$ cat config.mk
export PLATFORM = sky130hd
export DESIGN_NAME = tk_sync_arbiter
export DESIGN_NICKNAME = d
export VERILOG_FILES = /design/src/rtl/tk_sync_arbiter.sv
export SDC_FILE = /design/constraint.sdc
export NUM_CORES = 1
export LEC_CHECK = 0
export ABC_AREA = 1
export ABC_CLOCK_PERIOD_IN_PS = 1600
export CORE_MARGIN = 2
export CORE_UTILIZATION = 52
export DETAILED_ROUTE_END_ITERATION = 10
export PLACE_DENSITY = 0.86
export SYNTH_ARGS = -nofsm -noshare
export SYNTH_HDL_FRONTEND = slang
export SYNTH_SLANG_ARGS = --single-unit
$ cat constraint.sdc
create_clock -name clk -period 1.6 [get_ports clk]
set_clock_uncertainty 0.05 [all_clocks]
set_input_delay 0.16 -clock clk [delete_from_list [all_inputs] [get_ports clk]]
set_output_delay 0.16 -clock clk [all_outputs]
set_load 0.05 [all_outputs]
$ cat src/rtl/tk_sync_arbiter.sv
// Clocked N-way round-robin arbiter that shares one four-phase req/ack channel
// between N four-phase requesters; grant_id steers the downstream data mux.
module tk_sync_arbiter #(
  parameter int N = 4,
  parameter int W = 2
) (
  input  logic         clk,
  input  logic         reset,
  input  logic [N-1:0] req,
  output logic [N-1:0] ack,
  output logic         out_r,
  input  logic         out_a,
  output logic [W-1:0] grant_id,
  output logic         busy
);

  typedef enum logic [1:0] {S_IDLE, S_REQ, S_ACK, S_RTZ} state_t;

  state_t         state_reg, state_next;
  logic [W-1:0]   ptr_reg, ptr_next;
  logic [W-1:0]   grant_reg, grant_next;
  logic [N-1:0]   ack_reg, ack_next;
  logic           out_r_reg, out_r_next;
  logic           busy_reg, busy_next;

  logic [W:0]     cand_sum [N];
  logic [W-1:0]   cand_idx [N];
  logic [N-1:0]   cand_req;
  logic [N-1:0]   grant_onehot;
  logic [W-1:0]   winner;
  logic [W-1:0]   ptr_after;

  // Candidate at offset gi is (ptr + gi) mod N; offset 0 has highest priority.
  genvar gi;
  generate
    for (gi = 0; gi < N; gi++) begin : g_cand
      assign cand_sum[gi] = {1'b0, ptr_reg} + (W+1)'(gi);
      assign cand_idx[gi] = (cand_sum[gi] >= (W+1)'(N)) ?
                            W'(cand_sum[gi] - (W+1)'(N)) : cand_sum[gi][W-1:0];
      assign cand_req[gi] = req[cand_idx[gi]];
      assign grant_onehot[gi] = (grant_reg == W'(gi));
    end
  endgenerate

  // Scan from lowest priority upward so the nearest set bit to ptr wins.
  always_comb begin
    winner = ptr_reg;
    for (int i = N - 1; i >= 0; i--) begin
      if (cand_req[i]) winner = cand_idx[i];
    end
  end

  assign ptr_after = (grant_reg == W'(N - 1)) ? '0 : grant_reg + W'(1);

  always_ff @(posedge clk or posedge reset) begin
    if (reset) begin
      state_reg <= S_IDLE;
      ptr_reg   <= '0;
      grant_reg <= '0;
      ack_reg   <= '0;
      out_r_reg <= 1'b0;
      busy_reg  <= 1'b0;
    end else begin
      state_reg <= state_next;
      ptr_reg   <= ptr_next;
      grant_reg <= grant_next;
      ack_reg   <= ack_next;
      out_r_reg <= out_r_next;
      busy_reg  <= busy_next;
    end
  end

  always_comb begin
    state_next = state_reg;
    ptr_next   = ptr_reg;
    grant_next = grant_reg;
    ack_next   = ack_reg;
    out_r_next = out_r_reg;
    busy_next  = busy_reg;
    case (state_reg)
      S_IDLE: begin
        if (|req) begin
          state_next = S_REQ;
          out_r_next = 1'b1;
          grant_next = winner;
          busy_next  = 1'b1;
        end
      end
      S_REQ: begin
        if (out_a) begin
          ack_next   = grant_onehot;
          state_next = S_ACK;
        end
      end
      S_ACK: begin
        if (!req[grant_reg]) begin
          out_r_next = 1'b0;
          state_next = S_RTZ;
        end
      end
      S_RTZ: begin
        // Requester ack is held until the channel itself has returned to zero.
        if (!out_a) begin
          ack_next   = '0;
          busy_next  = 1'b0;
          ptr_next   = ptr_after;
          state_next = S_IDLE;
        end
      end
      default: state_next = S_IDLE;
    endcase
  end

  assign ack      = ack_reg;
  assign out_r    = out_r_reg;
  assign grant_id = grant_reg;
  assign busy     = busy_reg;

`ifndef SYNTHESIS
  // Handshake protocol violations are flagged only; the FSM does not recover.
  always @(posedge clk) begin
    if (!reset) begin
      if (state_reg == S_REQ)
        assert (req[grant_reg]) else $error("winner dropped req before ack");
      if (state_reg == S_ACK)
        assert (out_a) else $error("channel dropped out_a while out_r high");
      assert ($onehot0(ack_reg)) else $error("more than one ack bit high");
    end
  end
`endif

endmodule

==> results <==
## cells in the mapped netlist
cell type / count / area (um2)
dfrtp_1: 12 / 300
o21ai_2: 1 / 8.76
o21ai_0: 6 / 30.0
nand2_2: 5 / 31.3
nor2_2: 1 / 6.26
inv_1: 15 / 56.3
ha_1: 9 / 113
nand3_1: 11 / 55.1
buf_6: 1 / 11.3
nor4_2: 1 / 12.5
a21oi_1: 2 / 10.0
o211ai_1: 3 / 22.5
nor2_4: 1 / 11.3
inv_8: 1 / 11.3
o21ai_1: 6 / 30.0
inv_2: 4 / 15.0
nor2_1: 9 / 33.8
nand2_4: 1 / 11.3
nand2_1: 40 / 150
## cell type report
class                   count  area (um2)  area share (%)
repair buffers             14         133            12.2
inverters                  20        82.6            7.60
multi-input cells          96         526            48.4
well taps                  17        21.3            1.96
clock buffers               3        22.5            2.07
flip-flops and latches     12         302            27.8
## power breakdown
group          total, mW  internal, mW  switching [mW]
sequential         0.631         0.453           0.178
clock              0.181        0.0871          0.0936
combinational       1.62         0.570            1.05
## metal layers
metal | up-vias | global-route usage, % | wire length [um]
li1 | 440 | - | -
met1 | 380 | 22.4 | 801
met2 | 6 | 33.9 | 890
met3 | 4 | 4.71 | 43
met4 | 0 | 5.14 | 17
met5 | - | 0 | 0
## stage by stage
stage / setup slack (ns) / hold slack [ns] / cell area [um2]
global placement: 0.0203 / 0.441 / 1060
finish: 0.106 / 0.147 / 1090
floorplan: 0.100 / -0.0253 / 920
detailed placement: -0.00785 / 0.447 / 1060
CTS: 0.0730 / 0.160 / 1080
global route: 0.00359 / 0.207 / 1090
## critical path, cell delays in order (launching register included)
cell	delay, ns
dfrtp_1	0.40
inv_1	0.14
ha_1	0.19
inv_1	0.06
o21ai_2	0.26
nor2_1	0.13
nand3_1	0.09
nand2_1	0.06
## cells by family (layout without fill, tap and decap cells)
kind of cell	Yosys count	in the layout	share of synthesized area, %
AND/OR/NAND/NOR	69	69	33.9
flip-flops	12	12	32.7
AO/OA/AOI/OAI	18	18	11.0
adder cells (fa/ha/maj)	9	9	12.2
buffers and inverters	21	37	10.2
## cells in the final DEF, fill, tap and decap left out
master	netlist	final
nand2_4	1	1
dfrtp_1	12	11
o21ai_0	6	6
a21oi_1	2	2
nand2_1	40	40
ha_1	9	9
buf_12	0	1
buf_4	0	7
clkbuf_4	0	3
nor4_2	1	1
dfrtp_2	0	1
inv_1	15	15
o211ai_1	3	3
nor2_2	1	1
clkdlybuf4s50_1	0	6
nand2_2	5	5
inv_2	4	4
nand3_1	11	11
nor2_4	1	1
inv_8	1	1
o21ai_1	6	6
o21ai_2	1	1
nor2_1	9	9
## worst max path at each step
stage          cells past startpoint  slack, ns           end
3_3_place_gp                      12       0.02   grant_id[0]
6_report                           7       0.11        ack[3]
2_1_floorplan                      8       0.10  state_reg[0]
3_5_place_dp                       7     -0.008  state_reg[0]
5_1_grt                            7      0.004        ack[0]
4_1_cts                           11       0.07   grant_id[0]
==> metrics <==
Area Growth Syn to Fin 18.1%; register area share after synthesis ~33%; row count 15; hpwl dp 1.46 mm; wire length per cell between 10 and 15 um; CP Launch Type register; vias in the first global route around 730; YS warnings 0; Synth Register Bits 12; CP Data Required Time roughly 1.7 ns; layout cells sized above 1 18.6%; GPL Wtd Cong between 0.8 and 0.9; Clock Sinks 12; routed vias between 800 and 900; Crit. End Element register; Slew headroom between 60% and 70%; TritonRoute pass-1 iters 4; Die X roughly 46 um; post-synthesis cell count between 100 and 150; syn nets between 100 and 150; Crit Path Max Fanout 6; Setup Total Neg Slack 0 ns; Critical Path AT roughly 1.6 ns; # fillers about 150; CTS tree done; Resized Gates After CTS 0; core area ~1700 um2; max cap viols 0; Worst R2R Path Depth 7; clock root cell clkbuf_4; n_diodes 0; Ports 15; Clock Path Buffers 2; R2R Path End ack[3]; Die ar. between 2000 and 2500 um2; initial antenna violation count 0; setup repair after global routing missed its margin no; clk slew on worst S/H paths approximately 0.070 ns; setup violators final 0; max reg flops 4; Final Hold Viols 0; nets about 160; GR Overflow Total 0; Syn Std Cell Area between 900 and 1000 um2; reg2reg start state_reg[1]; VDD IR max 1200 uV; max-slew violations 0; CTS H-tree depth 1; Die H 46.1 um; first-pass GRT wire length approximately 2.8 mm; Post-Route WL 1.75 mm; synth unique cells 19; hold_buf cts 0; fmax 670 MHz; buffer count from post-CTS setup fixing 0; Pwr Density around 2200 nW/um2; Inserted Clock Buffers 3; static leakage just under 0.6 nW; post-route minimum period between 1 and 1.5 ns; post-route core utilization between 60% and 70%; Inst Count DP approximately 160; largest net degree at the start of global routing 13; antenna violation net count after detailed routing 0; status completed; Power Total approximately 2.4 mW; Worst Tran Pin Value approximately 0.46 ns; vias per inst 5.12; clk_lat worst skew between 0.2 and 0.3 ns; DRT iter0 DRCs 5; Layout Cells excl Fill 162; fin crit share between 90% and 100%; crit path from state_reg[1]; initial cell density of the core 54.4%; Worst R2R Setup Slack 0.11 ns; Hold Path Class input pin to async pin; gr usage total 19.0%; Syn Area/Cell between 7 and 8 um2; port bufs 14; DRC viols 0; kind of critical path register to register
Note: power is estimated with default switching activity, not from simulation.
